===== config.mk =====
export PLATFORM = sky130hd
export DESIGN_NAME = tx_fifo_dut
export DESIGN_NICKNAME = d
export VERILOG_FILES = /design/src/rtl/tx_fifo_dut.sv
export SDC_FILE = /design/constraint.sdc
export NUM_CORES = 1
export LEC_CHECK = 0
export ABC_AREA = 1
export CAP_MARGIN = 20
export CELL_PAD_IN_SITES_DETAIL_PLACEMENT = 1
export CELL_PAD_IN_SITES_GLOBAL_PLACEMENT = 1
export CORE_MARGIN = 2
export CORE_UTILIZATION = 41
export DETAILED_ROUTE_END_ITERATION = 8
export PLACE_DENSITY_LB_ADDON = 0.1
export SYNTH_ARGS = -nofsm -noshare
export SYNTH_HDL_FRONTEND = slang
export SYNTH_SLANG_ARGS = --single-unit

===== constraint.sdc =====
create_clock -name clk -period 1.8 [get_ports clk]
set_input_delay 0.54 -clock clk [delete_from_list [all_inputs] [get_ports clk]]
set_output_delay 0.54 -clock clk [all_outputs]
set_load 0.05 [all_outputs]

===== src/rtl/tx_fifo_dut.sv =====
// Purpose: DEPTH-entry first-word-fall-through FIFO with level, almost-full, sticky overflow and flush.
// Latency: a word pushed at edge N is presented on q (q_valid=1) in the cycle after edge N.
// Backpressure: d_ready drops when full; words offered while full are dropped and flag overflow.
module tx_fifo_dut #(
    parameter int WIDTH    = 8,
    parameter int DEPTH    = 4,
    parameter int AF_LEVEL = DEPTH - 1
) (
    input  logic                       clk,
    input  logic                       reset,
    input  logic                       flush,
    input  logic                       d_valid,
    output logic                       d_ready,
    input  logic [WIDTH-1:0]           d,
    output logic                       q_valid,
    input  logic                       q_ready,
    output logic [WIDTH-1:0]           q,
    output logic [$clog2(DEPTH):0]     count,
    output logic                       almost_full,
    output logic                       overflow
);
    localparam int AW = $clog2(DEPTH);
    localparam int CW = AW + 1;

    logic [WIDTH-1:0] mem [DEPTH];
    logic [AW-1:0]    wr_ptr;
    logic [AW-1:0]    rd_ptr;
    logic [CW-1:0]    cnt;
    logic             ovf;
    logic             push;
    logic             pop;

    // Handshakes depend only on registered state, never on same-cycle inputs.
    assign d_ready     = (cnt < CW'(DEPTH));
    assign q_valid     = (cnt != '0);
    assign almost_full = (cnt >= CW'(AF_LEVEL));
    assign count       = cnt;
    assign overflow    = ovf;
    assign q           = q_valid ? mem[rd_ptr] : '0;

    assign push = d_valid && d_ready;
    assign pop  = q_valid && q_ready;

    always_ff @(posedge clk) begin
        if (reset || flush) begin
            wr_ptr <= '0;
            rd_ptr <= '0;
            cnt    <= '0;
            ovf    <= 1'b0;
        end else begin
            if (push) begin
                wr_ptr <= wr_ptr + AW'(1);
            end
            if (pop) begin
                rd_ptr <= rd_ptr + AW'(1);
            end
            case ({push, pop})
                2'b10:   cnt <= cnt + CW'(1);
                2'b01:   cnt <= cnt - CW'(1);
                default: cnt <= cnt;
            endcase
            if (d_valid && !d_ready) begin
                ovf <= 1'b1;
            end
        end
    end

    // Storage needs no reset: stale entries are hidden behind q_valid.
    always_ff @(posedge clk) begin
        if (!reset && !flush && push) begin
            mem[wr_ptr] <= d;
        end
    end

endmodule


# After elaboration in Yosys (flattened, before gate mapping)
# Memories as Yosys holds them, arrays and structs flattened. A register that Yosys moved wholly into a read port is not among the register bits.
# Cells that the tools add are included.
totals:
  reg_bits: 8
  ramBits: 32
  inputBits: 13
  word_cells: 30
  n_memories: 1
memory_table:
  columns: ["memory", "words", "width", "rd", "rd_clocked_by_memory_dff", "write_ports", "line_no", "rtl"]
  rows:
  - ["mem", 4, 8, 1, 1, 1, "25", "logic [WIDTH-1:0] mem [DEPTH];"]
classes:
  n_addsub: 4
  n_lt_le_gt_ge: 2
  n_eq_ne: 2
  mux: 6
  reduce_logical: 11
op_table:
  columns: ["op", "n"]
  rows:
  - ["8-bit 2-to-1 mux", 1]
  - ["3-bit one-hot mux with 2 select lines", 1]
  - ["1-bit logical AND", 5]
  - ["2-bit by 1-bit adder with 2-bit output, second input constant", 2]
  - ["2-bit 2-to-1 mux", 2]
  - ["3-bit by 1-bit adder with 3-bit output, second input constant", 1]
  - ["3-bit by 2-bit greater-or-equal comparator with 1-bit output, second input constant", 1]
  - ["1-bit zero test", 3]
  - ["3-bit less-than comparator, second input constant", 1]
  - ["3-bit nonzero test", 1]
  - ["3-bit by 1-bit subtractor with 3-bit output, second input constant", 1]
  - ["2-bit by 1-bit == test with 1-bit output, second input constant", 1]
  - ["2-bit == test, second input constant", 1]
  - ["1-bit 2-to-1 mux", 2]
  - ["2-bit nonzero test", 1]
  - ["1-bit logical OR", 1]

# Longest topological paths before layout
# Gate-level depths: netlist of run 1.
depth:
  depth_word: 5
  mapped_depth: 13

# Worst setup path before layout of run 1
# No wires, ideal clock.
synth_timing:
  path_kind: "flip-flop to output port"
  start: "register cnt[2], in the netlist count[2]"
  end: "output q[0]"
  arrival_ps: 2186
  required_ps: 1260
  path_slack_ps: -926
  stages_incl_launch_ff: 5
  path_cell_list: "dfxtp_1 -> inv_2 -> nand3_2 -> inv_2 -> a21oi_1"
synth_between:
  elab_chain_cells: 2
synth_rtl:
  columns: ["element", "line_no", "rtl"]
  rows:
  - ["start, declared", "28", "logic [CW-1:0] cnt;"]
  - ["start signal, assigned", "58", "2'b10: cnt <= cnt + CW'(1);"]
  - ["start signal, assigned", "59", "2'b01: cnt <= cnt - CW'(1);"]
  - ["start signal, assigned", "60", "default: cnt <= cnt;"]
  - ["3-bit nonzero test", "35", "assign q_valid = (cnt != '0);"]
  - ["named net q_valid", "15", "output logic q_valid,"]
  - ["8-bit 2-to-1 mux", "39", "assign q = q_valid ? mem[rd_ptr] : '0;"]
  - ["end, declared", "17", "output logic [WIDTH-1:0] q,"]
# The timed path passes the listed nets, and every way through them passes these cells.

==> flow_summary.ini, run 1 <==
[hold_path]
holdPathEnd = overflow$_SDFFE_PP0P_
holdPathStages = 2
hp-class = register to register
hp-start = overflow$_SDFFE_PP0P_

[sta]
tightest_slew_ps = 261.0
final_hold_viol_count = 0
slew_viol_final = 0
setup_viol = 9
max_slew_margin_pct = 82.48
setup_ws_ps = -195.6
fmax_ghz = 0.5011
min_period_ps = 1996
hold_slack_ps = 492.2
clock_skew_ps = 5.520
period_share_pct = 110.9
rsz0062_at_grt = yes

[clock_network]
cts_buffer_depth = 2
path_clk_slew_ps = 80
numCtsBuffers = 5
ctsHoldBuffers = 0
clock_latency_ps = 290
cts-root-buf = clkbuf_8
cts_tree = built
clkSinkCount = 42
cts_max_level = 2

[setup_path]
reg2reg_depth = 13
max_stage_delay_ps = 380
startpoint_type = register
critPathCaptureType = output pin
crit-reg2reg-capture = count[2]$_SDFFE_PP0P_
cpLargestDelayFamily = buffers and inverters
critPathMaxFanout = 9
critical_path_class = register to output pin
crit_required_ps = 1260
slowest_stage = dfxtp_4
crit_path_frequent_cell = nand2_1
r2r_slack_ps = -20
worstReg2RegStart = count[2]$_SDFFE_PP0P_
crit_chain = buf_16 -> inv_12 -> nand2_1 -> nand2_1 -> nand2_1 -> a21oi_2 -> buf_12
arrival_ps = 1460
critPathBufInv = 3

[job]
drv_cap = 0

[die]
pin_count = 28
start_util_pct = 42.07
core_region_area_mm2 = 0.004324
die_area_mm2 = 0.004986
row_count = 24
die_w_um = 70.61
fp.dieH_um = 70.61

[layout]
utilization_pct = 62.47
stdcell_count = 279
drive_gt1_share_pct = 38.33
nNetsFinal = 245
layout_common_cells = edfxtp_1, nand2_1, nor2_1
insertedDiodeCount = 0
final_common_cell = edfxtp_1
fill_cells = 463
fin_area_mm2 = 0.002701
syn2layout_area_growth_pct = 48.49

[global_routing]
grt_pass1_vias = 1551
antenna_found_initial = 0
track_usage_pct = 20.25
grt_max_degree = 14
grt_pass1_wl_um = 7458
grt_overflow = 0

[routing]
wl_per_cell_um = 16.64
vias_per_cell = 4.996
vias = 1394
ant_nets = 0
drtPass1Iterations = 4
drc_errors = 0
drtIter0Drc = 41
wl_um = 4643

[logic_synthesis]
avgSynthCellArea_um2 = 10.52
yosysSeqAreaShare_pct = 63.82
synthCells = 173
yosysWarningCount = 0
yosys.area.top_type = edfxtp_1
yosys_register_bits = 42
synthesis.nets = 192
ys_types = 19
netlist.area_leader.share_pct = 52.82
synth_area_mm2 = 0.001819
ys_top_cells_by_area = edfxtp_1, dfxtp_1, nand2_1

[status]
status = finished with violations
violations = negative setup slack

[place]
dpl.hpwl_um = 2938
port_buffers = 27
dp_cells = 258
dp_slack_ps = -396.9
postPlaceCellArea_mm2 = 0.002370
gp_congestion = 0.7295

[power]
cellLeakagePower_nw = 1.063
peakVddDrop_mv = 0.5921
power_density_mw_per_mm2 = 815.2
logic make-up after synthesis:
family | count (synthesis) | share of synthesized area [%]
AND/OR/NAND/NOR | 73 | 16.44
adder cells (fa/ha/maj) | 6 | 4.539
buffers and inverters | 24 | 7.497
flip-flops | 42 | 63.82
AO/OA/AOI/OAI | 28 | 7.703
metrics by stage:
step | setup TNS [ps] | power (W)
floorplan | -356.5 | 0.001273
global placement | -3246 | 0.001431
detailed placement | -4404 | 0.001445
CTS | -1417 | 0.002185
global route | -2077 | 0.002282
finish | -1346 | 0.002202
layer usage:
metal | track usage (%) | vias up | part of all wire (%)
met2 | 35.53 | 32 | 52
met5 | 0 | - | 0
met4 | 10.06 | 0 | 3.5
li1 | - | 677 | -
met3 | 5.698 | 15 | 3.8
met1 | 22.60 | 670 | 40
report_power, final:
part	leakage [nW]	internal [W]	switching (W)
clock	0.0514	0.000414	0.000320
combinational	0.638	0.000170	0.000231
sequential	0.374	0.00105	0.0000125
total	1.06	0.00164	0.000564
cell type report:
| cell class | instances | area [um^2] | share of cell area (%) |
|---|---|---|---|
| flip-flops and latches | 42 | 1177 | 43.59 |
| multi-input cells | 107 | 624.3 | 23.11 |
| repair buffers | 48 | 590.6 | 21.86 |
| inverters | 20 | 116.4 | 4.308 |
| clock buffers | 6 | 72.57 | 2.686 |
| well taps | 52 | 65.06 | 2.409 |
| clock inverters | 2 | 37.54 | 1.390 |
| repair inverters | 2 | 17.52 | 0.6484 |
cell usage after synthesis (all sizes together):
master / n
nand3: 4
a21oi: 14
edfxtp: 32
dfxtp: 10
o21ai: 14
nor2: 26
nand2: 42
ha: 5
nand4: 1
fa: 1
buf: 4
inv: 20
state kept, by name, summed over array words and instances, names as in the netlist, named ones only:
name	flops
rd_ptr	2
wr_ptr	2
mem	32
count	3
overflow	1
timing repair:
| action | CTS | global route |
|---|---|---|
| buffers inserted | 9 | 1 |
| gates resized for setup | 26 | 12 |
| setup endpoints to repair | 10 | 9 |
| pin swaps | 4 | 6 |
| gates cloned | 2 | 1 |
worst max-delay path by stage:
stage / cells past startpoint / to / from / slack, ps
after floorplan: 13 / count[2]$_SDFFE_PP0P_ / count[2]$_SDFFE_PP0P_ / -40
after CTS: 6 / q[0] / register / -210
after global placement: 12 / count[2]$_SDFFE_PP0P_ / q_ready / -330
after detailed placement: 11 / count[2]$_SDFFE_PP0P_ / q_ready / -400
final: 7 / q[1] / register / -200
after global routing: 6 / q[3] / register / -280
worst reg2reg max path, stage by stage, from the launching register on:
cell	delay, ps
dfxtp_4	380
inv_8	50
nand3_4	170
clkinv_8	110
nor2_4	80
ha_2	180
inv_2	50
fa_2	350
inv_2	60
nand2_2	60
nand3_2	80
nand2_1	50
inv_1	50
nor2_1	40
(Power assumes the default switching activity.)
==> run 2, diff against run 1 <==
ABC_CLOCK_PERIOD_IN_PS = 1800   (was not set)
==> results of run 2 <==
No change in the layout: final DEF, timing and power equal those of run 1.
==> run 3, diff against run 2 <==
CORE_UTILIZATION = 43   (was 41)
CTS_BUF_LIST = sky130_fd_sc_hd__clkbuf_4   (was not set)
==> run 3 against run 2 <==
Critical path type unchanged. Combinational power down 2%. The run still ends with negative setup slack left. Via count rose by 0.36%. First-iteration DRC count down 12%. Highest routed layer unchanged. Utilization is 4.4 points higher. Clock power shrank 18%. Largest power group unchanged.
==> flow_summary.ini, run 3 (synthesis gave the netlist of run 1 again) <==
[status]
status = finished with violations
violations = negative setup slack

[layout]
insertedDiodeCount = 0
drive_gt1_share_pct = 40.61
stdcell_count = 279
layout_common_cells = nand2_1, edfxtp_1, buf_4
seq_area_mm2 = 0.001175
fill_cells = 402
top_register = mem
utilization_pct = 66.89
largest_reg_flops = 32
final_common_cell = nand2_1
nNetsFinal = 247
syn2layout_area_growth_pct = 48.14
multi_input_area_um2 = 654.4

[sta]
setup_ws_ps = -391.7
period_share_pct = 121.8
rsz0062_at_grt = yes
tightest_slew_ps = 238.6
slew_viol_final = 0
min_period_ps = 2192
final_hold_viol_count = 0
clock_skew_ps = 6.062
fmax_ghz = 0.4563
max_slew_margin_pct = 83.98
setup_viol = 8

[power]
swShare_pct = 26.61
pwr-share-seq_pct = 51.8
cellLeakagePower_nw = 1.078
pwr-share-comb_pct = 19.1
peakVddDrop_mv = 0.4743
p_clk_share_pct = 29.1
p_switching_w = 0.0005484
intPower_w = 0.001513
power.total_w = 0.002061
power_density_mw_per_mm2 = 764.7

[global_routing]
track_usage_pct = 18.81
grt_pass1_wl_um = 6837
antenna_found_initial = 0
grt_pass1_vias = 1403
grt_max_degree = 18
grt_overflow = 0

[routing]
drtPass1Iterations = 4
wl_per_cell_um = 17.23
drc_errors = 0
drtIter0Drc = 36
vias_per_cell = 5.014
vias = 1399
wl_um = 4806
ant_nets = 0

[setup_path]
critPathCaptureType = output pin
endpoint = q[4]
reg2reg_depth = 12
crit_required_ps = 1260
crit_chain = buf_12 -> buf_8 -> nor2_1 -> nor2_2 -> o21ai_1 -> a21oi_2 -> buf_12
max_stage_delay_ps = 370
r2r_slack_ps = 50
slowest_stage = dfxtp_2
critPathBufInv = 3
arrival_ps = 1650
crit_path_frequent_cell = buf_12
cpLargestDelayFamily = buffers and inverters
path_depth = 7
critical_path_class = register to output pin
critPathMaxFanout = 8
worstReg2RegStart = count[0]$_SDFFE_PP0P_
startpoint_type = register
crit-reg2reg-capture = count[2]$_SDFFE_PP0P_

[place]
gp_congestion = 0.6550
port_buffers = 27
dpl.hpwl_um = 2958
dp_cells = 257

[clock_network]
path_clk_slew_ps = 130
cts-root-buf = clkbuf_4
cts_buffer_depth = 2
cts_tree = built
clkSinkCount = 42
clock_latency_ps = 360
cts_max_level = 2
numCtsBuffers = 5

[die]
row_count = 23
die_area_mm2 = 0.004767
pin_count = 28
core_region_area_mm2 = 0.004029
fp.dieH_um = 69.05
die_w_um = 69.05
start_util_pct = 45.16

[hold_path]
hp-class = register to register

[job]
drv_cap = 0
[run 3: cell types whose count changed in the layout (fill, tap and decap cells not counted), sizes merged]
cell,before,now
dlygate4sd2,2,1
inv,20,18
buf,36,40
clkdlybuf4s50,10,11
clkinvlp,2,1
clkinv,1,3
clkbuf,6,5
[run 3: stage by stage]
stage / instance area, um^2 / worst slack, ps / hold WS (ps) / setup TNS, ps
final: 2695 / -391.7 / 488.3 / -2627
after global routing: 2695 / -461.2 / 504.3 / -3359
after CTS: 2540 / -318.6 / 477.7 / -2419
after detailed placement: 2375 / -388.1 / 444.2 / -4407
after global placement: 2375 / -316.3 / 436.9 / -3453
after floorplan: 1888 / -44.69 / 448.1 / -356.5
[run 3: how the worst min path moves through the flow]
stage | start | to | cells past startpoint
2_1_floorplan | rd_ptr[0]$_SDFFE_PP0P_ | register | 2
3_3_place_gp | count[0]$_SDFFE_PP0P_ | count[0]$_SDFFE_PP0P_ | 1
3_5_place_dp | count[0]$_SDFFE_PP0P_ | count[0]$_SDFFE_PP0P_ | 1
4_1_cts | count[0]$_SDFFE_PP0P_ | count[0]$_SDFFE_PP0P_ | 1
5_1_grt | count[0]$_SDFFE_PP0P_ | count[0]$_SDFFE_PP0P_ | 1
6_report | count[0]$_SDFFE_PP0P_ | count[0]$_SDFFE_PP0P_ | 1
[run 3: final cells by class]
type	count	area share, %
multi-input cells	107	24.28
flip-flops and latches	42	43.59
inverters	20	4.039
well taps	50	2.321
clock buffers	5	1.393
repair buffers	52	22.89
clock inverters	3	1.486
[run 3: per-layer routing]
metal | global-route usage, % | wire (um)
met1 | 21.79 | 1928
met2 | 33.76 | 2620
met3 | 3.655 | 128
met4 | 7.843 | 128
met5 | 0 | 0
[run 3: power by group through the flow]
stage                     registers (W)  clock network [W]  logic [W]
after detailed placement        0.00109                  0   0.000363
final                           0.00107           0.000600   0.000394
after global placement          0.00109                  0   0.000349
after CTS                       0.00107           0.000597   0.000368
after floorplan                 0.00110                  0   0.000175
after global routing            0.00107           0.000642   0.000418
[run 3: what timing repair did]
item / CTS / global route
setup endpoints to repair: 10 / 10
endpoints found under the hold margin: 0 / 0
hold buffers: 0 / 0
gates resized for setup: 18 / 24
pin swaps: 15 / 13
setup buffers: 7 / 7
